[src/rtl/timer0_prescaler.sv]
// ----------------------------------------------------------------------------
// timer0_prescaler
//
// Clock-select and prescaler stage for Timer/Counter0. It produces a
// registered, single-cycle count-enable pulse (tick) that drives the write
// enable of TCNT0. The tick source is selected by CS02:0. It can be the
// system clock, one of four taps of a shared free-running 10-bit prescaler,
// or a synchronised edge on the external T0 pin.
//
// Ports
//   clk     in   1   system clock, all state updates on the rising edge
//   clr     in   1   synchronous active-high reset, highest priority
//   cs      in   3   clock select: 000 stop, 001 clk/1, 010 clk/8,
//                    011 clk/64, 100 clk/256, 101 clk/1024,
//                    110 T0 falling edge, 111 T0 rising edge
//   psr     in   1   prescaler reset strobe (PSR10)
//   t0_pin  in   1   external T0 pin, asynchronous to clk
//   tick    out  1   registered count enable, one clk cycle per event
//   presc   out  10  current prescaler count
// ----------------------------------------------------------------------------
module timer0_prescaler #(
    parameter int PRESC_WIDTH = 10
) (
    input  logic                   clk,
    input  logic                   clr,
    input  logic [2:0]             cs,
    input  logic                   psr,
    input  logic                   t0_pin,
    output logic                   tick,
    output logic [PRESC_WIDTH-1:0] presc
);

    localparam logic [PRESC_WIDTH-1:0] PRESC_ONE  = {{(PRESC_WIDTH-1){1'b0}}, 1'b1};
    localparam logic [PRESC_WIDTH-1:0] PRESC_ZERO = {PRESC_WIDTH{1'b0}};

    logic [PRESC_WIDTH-1:0] presc_q, presc_d;
    logic                   tick_q,  tick_d;
    logic                   s1_q, s2_q, s3_q;
    logic [1:0]             arm_q,   arm_d;

    logic                   armed_s;
    logic                   rise_s;
    logic                   fall_s;

    // Next prescaler count, arm counter and edge-detect terms
    always_comb begin
        presc_d = presc_q;
        arm_d   = arm_q;
        if (psr) begin
            presc_d = PRESC_ZERO;
        end else begin
            presc_d = presc_q + PRESC_ONE;
        end
        // The arm counter saturates at 3 so that the all-zero pipeline
        // left behind by reset cannot be mistaken for a pin edge.
        if (arm_q == 2'd3) begin
            arm_d = 2'd3;
        end else begin
            arm_d = arm_q + 2'd1;
        end
        armed_s = (arm_q == 2'd3);
        rise_s  = armed_s && s2_q && !s3_q;
        fall_s  = armed_s && !s2_q && s3_q;
    end

    // Tick condition for the selected source, evaluated from current state
    always_comb begin
        tick_d = 1'b0;
        case (cs)
            3'b000:  tick_d = 1'b0;
            3'b001:  tick_d = 1'b1;
            3'b010:  tick_d = !psr && (presc_q[2:0] == 3'd7);
            3'b011:  tick_d = !psr && (presc_q[5:0] == 6'd63);
            3'b100:  tick_d = !psr && (presc_q[7:0] == 8'd255);
            3'b101:  tick_d = !psr && (presc_q == {PRESC_WIDTH{1'b1}});
            3'b110:  tick_d = fall_s;
            3'b111:  tick_d = rise_s;
            default: tick_d = 1'b0;
        endcase
    end

    // State registers: prescaler, tick, T0 synchroniser and arm counter
    always_ff @(posedge clk) begin
        if (clr) begin
            presc_q <= PRESC_ZERO;
            tick_q  <= 1'b0;
            s1_q    <= 1'b0;
            s2_q    <= 1'b0;
            s3_q    <= 1'b0;
            arm_q   <= 2'd0;
        end else begin
            presc_q <= presc_d;
            tick_q  <= tick_d;
            s1_q    <= t0_pin;
            s2_q    <= s1_q;
            s3_q    <= s2_q;
            arm_q   <= arm_d;
        end
    end

    assign tick  = tick_q;
    assign presc = presc_q;

endmodule

[config.mk]
export PLATFORM = sky130hd
export DESIGN_NAME = timer0_prescaler
export DESIGN_NICKNAME = d
export VERILOG_FILES = /design/src/rtl/timer0_prescaler.sv
export SDC_FILE = /design/constraint.sdc
export NUM_CORES = 1
export LEC_CHECK = 0
export ABC_AREA = 1
export CORE_MARGIN = 3
export CORE_UTILIZATION = 51
export DETAILED_ROUTE_END_ITERATION = 12
export PLACE_DENSITY = 0.86
export SLEW_MARGIN = 20
export SYNTH_ARGS = -nofsm -noshare
export SYNTH_HDL_FRONTEND = slang
export SYNTH_SLANG_ARGS = --single-unit
[constraint.sdc]
create_clock -name clk -period 2.15 [get_ports clk]
set_input_delay 0.43 -clock clk [delete_from_list [all_inputs] [get_ports clk]]
set_output_delay 0.43 -clock clk [all_outputs]
set_load 0.005 [all_outputs]
==> flow_summary.ini <==
[clock_network]
cts_hold_buf = 0
cts_tree = done
cts_setup_buffers = 0
cts_max_path_buffers = 2
h-tree-depth = 1
cts_made_buffers = 3
ctsRootBufferMaster = clkbuf_4
clk_pin_slew_ns = 0.09
clock_latency_ns = 0.29
cts.repair.resized = 0
clock_sinks = 16

[synthesis]
ys_seq_area_share_pct = 41.9
syn_inst = 108
syn_nets = 119
synthArstFlopShare_pct = 0
yosysTopAreaCell = dfxtp_1
synthDistinctLibCells = 18
ys.flop_type = dfxtp_1
synth_edf_count = 0
syn_avg_cell_area_um2 = 7.08
yosysMostFrequentCell = nand2_1
synth_warnings = 0
yosysTopAreaCellShare_pct = 41.9
synthTopCellsByCount = nand2_1, nor2_1, dfxtp_1, inv_1
syn_area_um2 = 764
ys_ff_latch = 16
yosys-top-cells-area = dfxtp_1, nand2_1, nor2_1

[layout]
fin_area_um2 = 976
num_antenna_cells = 0
area.growth.synth_to_final_pct = 27.7
nets = 141
final_util_pct = 72.3
fin_cells = 143
drive_gt1_share_pct = 10.9

[routing]
remaining_drc_errors = 0
top_layer_used = met4
wl_per_cell_um = 9.48
vias_per_cell = 4.76
m1WireLength_um = 556
route.met2.wl_um = 695
drtIter0Drc = 6
wl_met3_um = 71
drtAntennaViolNets = 0
wirelength_um = 1360
first_pass_iters = 4
num_vias = 681

[grt]
grt_max_degree = 9
grt_use_total_pct = 17.4
grt_pass1_wl_um = 2530
grt_pass1_vias = 637
overflow = 0
antenna_found_initial = 0

[die]
dieArea_um2 = 2000
rows = 13
core-area_um2 = 1350
initial_core_util_pct = 56.6
num_io_pins = 18
fp.dieH_um = 44.7
chipWidth_um = 44.7

[worst_setup_path]
r2r_setup_slack_ns = 0.87
reg2reg_to = tick$_SDFF_PP0_
path_class = flop to primary output
crit_buf_inv = 1
rr_worst_depth = 9
slowest_stage = clkdlybuf4s50_1
cp_max_fo = 6
max_stage_delay_ns = 0.54
critPathTopFamily = buffers and inverters
cp-start-kind = flop
crit_chain = clkdlybuf4s50_1
r2r-start = presc[0]$_SDFF_PP0_
cp.required_ns = 1.72
end_kind = primary output
cp.arrival_ns = 1.24

[sta]
drv_slew = 0
finalClockSkew_ns = 0.0125
fmax_mhz = 598
min_period_ns = 1.67
tightest_slew_ns = 0.266
rsz0062_at_grt = no
finalCritPeriodShare_pct = 77.8
setup_viol = 0
hold_viol_final = 0
relSlewSlack_pct = 82.2
setup_tns_ns = 0

[place]
gp_congestion = 0.795
io_buffers = 17
hpwl_um = 1120
dpl_cell_area_um2 = 953
dp.cells = 140

[run_status]
status = completed

[power]
p_leak_nw = 0.427
powerDensity_nw_per_um2 = 523
ir_drop_mv = 0.411

[worst_hold_path]
hold_depth = 2
min_from = s1_q$_SDFF_PP0_
holdPathEnd = s2_q$_SDFF_PP0_
hold_class = flop to flop

[run]
max_cap_viol_count = 0
-- cells in the final DEF, fill, tap and decap left out, types with 3 or more instances in the layout --
cell type	synthesis	final
inv_2	4	4
nand2_1	23	23
inv_1	16	16
nand3_1	3	3
clkdlybuf4s50_1	0	17
nor2_1	22	22
clkbuf_4	0	3
a21oi_1	4	4
ha_1	4	4
nor2_2	3	3
dfxtp_1	16	16
-- area by class of cell --
type	count	area, µm²
timing repair buffer	17	170
clock buffer	3	22.5
fill	108	374
tap	15	18.8
multi-input combinational	72	369
inverter	20	75.1
sequential	16	320
-- state kept, by name, summed over array words and instances (netlist names) --
| name | count |
|---|---|
| arm_q | 2 |
| presc | 10 |
| s1_q | 1 |
| s2_q | 1 |
| s3_q | 1 |
| tick | 1 |
-- cells by family after synthesis --
kind of cell	share of synthesized area, %
AO/OA/AOI/OAI	6.55
XOR/XNOR	2.29
adder cells (fa/ha/maj)	6.55
buffers and inverters	9.82
flip-flops	41.9
AND/OR/NAND/NOR	32.9
-- how the worst max path moves through the flow --
stage / startpoint / end / slack, ns / depth (start not counted)
6_report: presc[4]$_SDFF_PP0_ / presc[4] / 0.48 / 1
5_1_grt: cs[1] / tick$_SDFF_PP0_ / 0.41 / 10
4_1_cts: presc[4]$_SDFF_PP0_ / presc[4] / 0.47 / 1
3_5_place_dp: cs[1] / tick$_SDFF_PP0_ / 0.22 / 10
3_3_place_gp: cs[1] / tick$_SDFF_PP0_ / 0.26 / 9
2_1_floorplan: cs[1] / tick$_SDFF_PP0_ / 0.86 / 8
-- through the flow --
step                      hold WS [ns]  power [mW]  worst slack (ns)
after floorplan                  0.388       0.338             0.859
after global placement           0.399       0.361             0.262
after detailed placement         0.400       0.363             0.215
after CTS                        0.414       0.515             0.468
after global routing             0.441       0.539             0.407
final                            0.410       0.510             0.477
-- power by group --
part	total (mW)	leakage [nW]	internal (mW)	switching [mW]
clock	0.154	0.0138	0.0653	0.0887
combinational	0.0474	0.283	0.0236	0.0238
sequential	0.309	0.130	0.304	0.00467
-- metal layers --
layer | vias up | global-route usage (%)
met1 | 296 | 19.5
met2 | 13 | 28.9
li1 | 368 | -
met3 | 4 | 7.57
met4 | 0 | 6.63
met5 | - | 0
(Power assumes the default switching activity.)
